==> src/rtl/stopwatch_time_counter.sv <==
// Stopwatch time accumulator: counts rising edges of the 100 Hz tick into six
// BCD digits (MM:SS.cc), with lap freeze, clear and a sticky overflow flag.
module stopwatch_time_counter #(
  parameter int unsigned MAX_MIN = 59
) (
  input  logic       clk,
  input  logic       rst,
  input  logic       tick_in,
  input  logic       clear,
  input  logic       lap,
  output logic [3:0] cs_ones,
  output logic [3:0] cs_tens,
  output logic [3:0] s_ones,
  output logic [3:0] s_tens,
  output logic [3:0] m_ones,
  output logic [3:0] m_tens,
  output logic       hold,
  output logic       overflow
);
  localparam int unsigned NDIG = 6;
  localparam logic [3:0] MAX_MT = 4'(MAX_MIN / 10);
  localparam logic [3:0] MAX_MO = 4'(MAX_MIN % 10);
  // Per-digit wrap limit, index 0 = cs_ones .. 4 = m_ones
  localparam logic [4:0][3:0] LIM = {4'd9, 4'd5, 4'd9, 4'd9, 4'd9};

  logic                      tick_q;
  logic [NDIG-1:0][3:0]      live_q, live_d, lat_q, lat_d, disp;
  logic                      hold_q, hold_d, ovf_q, ovf_d;
  logic                      inc, at_max;
  logic [NDIG-1:0]           at_lim, cy;

  assign inc = tick_in & ~tick_q;

  for (genvar i = 0; i < 5; i++) begin : g_lim
    assign at_lim[i] = (live_q[i] == LIM[i]);
  end
  // m_tens never wraps on its own; the full wrap at MAX_MIN covers it
  assign at_lim[5] = 1'b0;

  assign cy = {inc & (&at_lim[4:0]), inc & (&at_lim[3:0]), inc & (&at_lim[2:0]),
               inc & (&at_lim[1:0]), inc & at_lim[0], inc};

  assign at_max = cy[4] & (live_q[5] == MAX_MT) & (live_q[4] == MAX_MO);

  always_comb begin
    live_d = live_q;
    lat_d  = lat_q;
    hold_d = hold_q;
    ovf_d  = ovf_q;
    if (clear) begin
      live_d = '0;
      lat_d  = '0;
      hold_d = 1'b0;
      ovf_d  = 1'b0;
    end else begin
      // Latch takes live_q, so a lap coinciding with inc captures the pre-increment time
      if (lap) begin
        if (!hold_q) begin
          lat_d  = live_q;
          hold_d = 1'b1;
        end else begin
          hold_d = 1'b0;
        end
      end
      if (at_max) begin
        live_d = '0;
        ovf_d  = 1'b1;
      end else begin
        for (int i = 0; i < NDIG; i++) begin
          if (cy[i]) live_d[i] = at_lim[i] ? 4'd0 : live_q[i] + 4'd1;
        end
      end
    end
  end

  always_ff @(posedge clk or posedge rst) begin
    if (rst) begin
      tick_q <= 1'b1;
      live_q <= '0;
      lat_q  <= '0;
      hold_q <= 1'b0;
      ovf_q  <= 1'b0;
    end else begin
      tick_q <= tick_in;
      live_q <= live_d;
      lat_q  <= lat_d;
      hold_q <= hold_d;
      ovf_q  <= ovf_d;
    end
  end

  assign disp     = hold_q ? lat_q : live_q;
  assign cs_ones  = disp[0];
  assign cs_tens  = disp[1];
  assign s_ones   = disp[2];
  assign s_tens   = disp[3];
  assign m_ones   = disp[4];
  assign m_tens   = disp[5];
  assign hold     = hold_q;
  assign overflow = ovf_q;
endmodule

==> config.mk <==
export PLATFORM = sky130hd
export DESIGN_NAME = stopwatch_time_counter
export DESIGN_NICKNAME = d
export VERILOG_FILES = /design/src/rtl/stopwatch_time_counter.sv
export SDC_FILE = /design/constraint.sdc
export NUM_CORES = 1
export LEC_CHECK = 0
export ABC_AREA = 1
export BUFFER_PORTS_ARGS = -buffer_cell sky130_fd_sc_hd__buf_4
export CORE_ASPECT_RATIO = 0.9
export CORE_UTILIZATION = 53
export DETAILED_ROUTE_END_ITERATION = 12
export PLACE_DENSITY = 0.76
export SETUP_SLACK_MARGIN = 0.4
export SYNTH_ARGS = -nofsm -noshare
export SYNTH_HDL_FRONTEND = slang
export SYNTH_SLANG_ARGS = --single-unit
==> constraint.sdc <==
create_clock -name clk -period 1.5 [get_ports clk]
set_input_delay 0.075 -clock clk [delete_from_list [all_inputs] [get_ports clk]]
set_output_delay 0.075 -clock clk [all_outputs]
set_load 0.005 [all_outputs]
# Word-level counts from Yosys, hierarchy flattened
# Index checks and enable logic that the tools add are counted.
[op_classes] bitwise_logic=9 mux=21 reduce_logical=12 add_sub_neg=6 n_eq_ne=6
[op_table] operator="two-way mux 24 bit" n=5
[op_table] operator="two-way mux 4 bit" n=11
[op_table] operator="adder 4 x 1 -> 4 bit, second input constant" n=6
[op_table] operator="nonzero test 3 bit" n=6
[op_table] operator="equality test 4 bit, second input constant" n=4
[op_table] operator="bitwise AND 1 bit" n=8
[op_table] operator="equality test 4 x 3 -> 1 bit, second input constant" n=2
[op_table] operator="two-way mux 1 bit" n=5
[op_table] operator="AND reduction 5 bit" n=1
[op_table] operator="AND reduction 4 bit" n=1
[op_table] operator="nonzero test 2 bit" n=2
[op_table] operator="AND reduction 3 bit" n=1
[op_table] operator="AND reduction 2 bit" n=1
[op_table] operator="NOT 1 bit" n=1
[totals] reg_bits=51 word_cells=69 output_inout_bits=26

# Longest topological paths before layout
[logic_depth] ltp_word=7 depth_mapped=11 depth_no_buf=11

# Worst setup path before layout
# OpenSTA, ideal clock, no wires.
[synth_timing] kind="reg2reg" from="register live_q[9] (netlist name)" to="register live_q[13] (netlist name)" path_stages_with_launch=11 t_required_ns=1.380 synth_period_minus_slack_ns=1.540 setup_ns=0.120 slack_ns=-0.040 t_arrival_ns=1.420 cell_sequence="dfrtp_1 inv_1 ha_1 nand2_1 nor2_2 nand2_4 nor2_4 nand4_4 nand2_4 buf_6 nor2_1"
[synth_via] elab_chain_cells=7 elab_cells_between_ends=10
[synth_lines] item="start, declared" line_no="27" text="logic [NDIG-1:0][3:0] live_q, live_d, lat_q, lat_d, disp;"
[synth_lines] item="start signal, assigned" line_no="85" text="live_q <= live_d;"
[synth_lines] item="equality test 4 bit (*)" line_no="35" text="assign at_lim[i] = (live_q[i] == LIM[i]);"
[synth_lines] item="AND reduction 4 bit" line_no="40" text="assign cy = {inc & (&at_lim[4:0]), inc & (&at_lim[3:0]), inc & (&at_lim[2:0]),"
[synth_lines] item="bitwise AND 1 bit" line_no="40"
[synth_lines] item="bitwise AND 1 bit (2 in a row)" line_no="43" text="assign at_max = cy[4] & (live_q[5] == MAX_MT) & (live_q[4] == MAX_MO);"
[synth_lines] item="two-way mux 24 bit" line_no="65" text="if (at_max) begin"
[synth_lines] item="two-way mux 24 bit" line_no="50" text="if (clear) begin"
# Every way passes the cells marked *; elsewhere a longest branch is shown, timed or not.
# A chain may end at the register's enable or synchronous reset.

# Worst setup path after layout
[layout_timing] from="register live_q[1] (netlist name)" to="register live_q[4] (netlist name)"
# Same word-level chain as after synthesis.

==> results_dict.tcl <==
set metrics [dict create \
    die_w_um 79.06 \
    hold_violations 0 \
    synth-edff-count 0 \
    ys_seq_area_frac 0.4510 \
    syn_nets 379 \
    status "finished with violations" \
    violations "negative setup slack" \
    synth.cell_area_um2 2833 \
    post-route-min-period_ns 1.865 \
    r2r_slack_ns -0.36 \
    grt_pass1_wl_um 14000 \
    p_leak_nw 2.424 \
    fin_ws_ns -0.3646 \
    die_y_um 71.36 \
    worstSetupPathType "reg2reg" \
    place_ws_ns -0.1306 \
    drive_above_1_share 0.4812 \
    critPathArrivalTime_ns 2.07 \
    fillers 172 \
    crit_chain "inv_2 > ha_4 > nand2_4 > nor2_4 > buf_6 > nand2_4 > nor2_4 > nand4_4 > nand2_4 > nor2_1" \
    rows 24 \
    crit_fanout 7 \
    crit_cells 10 \
    rsz0062_at_grt "true" \
    cts_tree "built" \
    portBuffers 30 \
    mostFrequentLayoutCells "nand2_1 (71), dfrtp_1 (49), buf_4 (48)" \
    slowest_stage "dfrtp_1" \
    vdd_drop_max_mv 0.8770 \
    synthSimpleGateAreaFrac 0.3352 \
    finClkSkew_ns 0.008021 \
    gr-total-overflow 0 \
    ios 31 \
    clk_pin_slew_worst_paths_ns 0.10 \
    synth_cells 362 \
    clockBufferDepth 2 \
    async_reset_ff_frac 1.000 \
    yosys_warnings 0 \
    clock_latency_ns 0.32 \
    p_comb_frac 0.186 \
    cts.sinks 51 \
    r2r_end "live_q[4]" \
    muxShareOfSynthArea 0 \
    synth_xor_area_frac 0.01855 \
    ant_nets 0 \
    hp-start "clear" \
    seq_power_share 0.495 \
    synth_top_family_by_area "simple AND/OR/NAND/NOR gates" \
    hold_path.class "in2reg" \
    setup_viol 30 \
    syn_area_per_cell_um2 7.825 \
    required_ns 1.70 \
    layout.nets 469 \
    end_kind "flop" \
    antenna_found_initial 0 \
    ctsHtreeMaxLevel 2 \
    cp.buffers_inverters 2 \
    cpPeakStageDelay_ns 0.40 \
    final_util 0.9202 \
    synth_compound_area_frac 0.07774 \
    critical_path.most_common_cell "nand2_4" \
    grt_pass1_vias 2884 \
    r2r_cells 10 \
    fin_cells 518 \
    via_per_inst 6.473 \
    core_um2 4985 \
    drc 0 \
    initialDrtViolationCount 372 \
    die_area_um2 5641 \
    switchingPower_mw 0.8318 \
    dp_hpwl_um 4589 \
    max-slew-margin-rel 0.7110 \
    critPathTopFamily "simple AND/OR/NAND/NOR gates" \
    intPower_mw 2.032 \
    cts_root_buf "clkbuf_8" \
    powerDensity_nw_per_um2 624.4 \
    grt_max_degree 52 \
    start_util 0.5683 \
    crit_path_start_kind "flop" \
    final_common_cell "nand2_1" \
    tightestPinTransition_ns 0.4289 \
    ys.flop_type "dfrtp_1" \
    final-max-slew-violation-count 0 \
    r2r_start "live_q[1]" \
    gp_congestion 0.8180 \
    drt_pre_antenna_iters 5 \
    synth_adder_area_share 0.05300 \
    detailroute.via_count 3353 \
    swShare 0.2905 \
    post-place-cells 477 \
    synth_cell_types 26 \
    diodes 0 \
    clkPwrFrac 0.319 \
    fmax_ghz 0.5363 \
    track_usage 0.3262 \
    layout_worst_path_cycle_share 1.243 \
    ys_seq_elements 51 \
    synthToLayoutAreaGrowth_pct 61.93 \
    cp-endpoint "live_q[4]" \
    wl_um 12210 \
    numCtsBuffers 5 \
    startpoint "live_q[1]" \
    wl_per_cell_um 23.58 \
    maxCapViolCount 0 \
]
## layout make-up
cell class / instances / area [um^2] / share of cell area
multi-input combinational: 266 / 2007 / 0.4375
sequential: 51 / 1279 / 0.2788
timing repair buffer: 95 / 973.4 / 0.2122
inverter: 33 / 142.6 / 0.03110
clock buffer: 7 / 96.34 / 0.02100
tap: 65 / 81.33 / 0.01773
clock inverter: 1 / 7.507 / 0.001637
## worst min-delay path, stage by stage
cell and delay (ns):
buf_4 0.13, nor3_1 0.07, nand2_2 0.07, o21ai_2 0.05
## cells by family (layout without fill, tap and decap cells)
family / count (synthesis) / in the layout
AND/OR/NAND/NOR: 203 / 204
flip-flops: 51 / 51
buffers and inverters: 46 / 136
AO/OA/AOI/OAI: 44 / 44
adder cells (fa/ha/maj): 12 / 12
XOR/XNOR: 6 / 6
## flip-flops by register name, summed over array words and instances, names as in the netlist
signal    count
hold          1
lat_q        24
live_q       24
overflow      1
tick_q        1
## power groups by stage
stage	Clock (mW)	Sequential [mW]	Combinational [mW]
6_report	0.914	1.42	0.532
5_1_grt	0.954	1.42	0.546
4_1_cts	0.905	1.41	0.395
3_5_place_dp	0	1.43	0.268
3_3_place_gp	0	1.43	0.264
2_1_floorplan	0	1.43	0.147
## timing repair
| action | in CTS | in global routing |
|---|---|---|
| hold endpoints to repair | 52 | 0 |
| endpoints found under the setup margin | 50 | 69 |
| gates resized for setup | 87 | 131 |
| buffers inserted | 12 | 14 |
| hold buffers | 3 | 0 |
| pin swaps | 23 | 28 |
| cloned | 4 | 0 |
## metal layers
layer	part of all wire	routed length, um	GRT usage
met4	0.068	836	0.1677
met1	0.35	4298	0.4033
met3	0.11	1289	0.06752
met2	0.47	5789	0.5412
met5	0	0	0
## cell usage after synthesis, types with 3 or more instances
| master | n | area share |
|---|---|---|
| nand2_1 | 121 | 0.16 |
| dfrtp_1 | 50 | 0.44 |
| nand3_1 | 33 | 0.058 |
| o21ai_0 | 30 | 0.053 |
| inv_1 | 29 | 0.038 |
| nor2_1 | 19 | 0.025 |
| a21oi_1 | 13 | 0.023 |
| ha_1 | 12 | 0.053 |
| clkbuf_1 | 10 | 0.013 |
| nor2_4 | 8 | 0.032 |
| nand4_1 | 6 | 0.013 |
| nor3_1 | 6 | 0.011 |
| xor2_1 | 6 | 0.019 |
| clkinv_1 | 3 | 0.0040 |
| nand2_4 | 3 | 0.012 |
## worst min path at each step
stage | endpoint | cells after the start
after floorplan | tick_q | 0
after global placement | lat_q[2] | 3
after detailed placement | lat_q[2] | 3
after CTS | live_q[9] | 4
after global routing | live_q[8] | 4
final | live_q[8] | 4
## per-stage QoR
step	hold slack (ns)	TNS [ns]	power, mW	cell area [um^2]
6_report	0.1134	-7.154	2.864	4587
5_1_grt	0.1226	-7.884	2.919	4587
3_3_place_gp	0.1680	-0.1012	1.696	3352
3_5_place_dp	0.1715	-1.503	1.702	3352
2_1_floorplan	0.07948	-0.01155	1.582	2850
4_1_cts	0.08235	-1.725	2.709	3993
(Power assumes the default switching activity.)
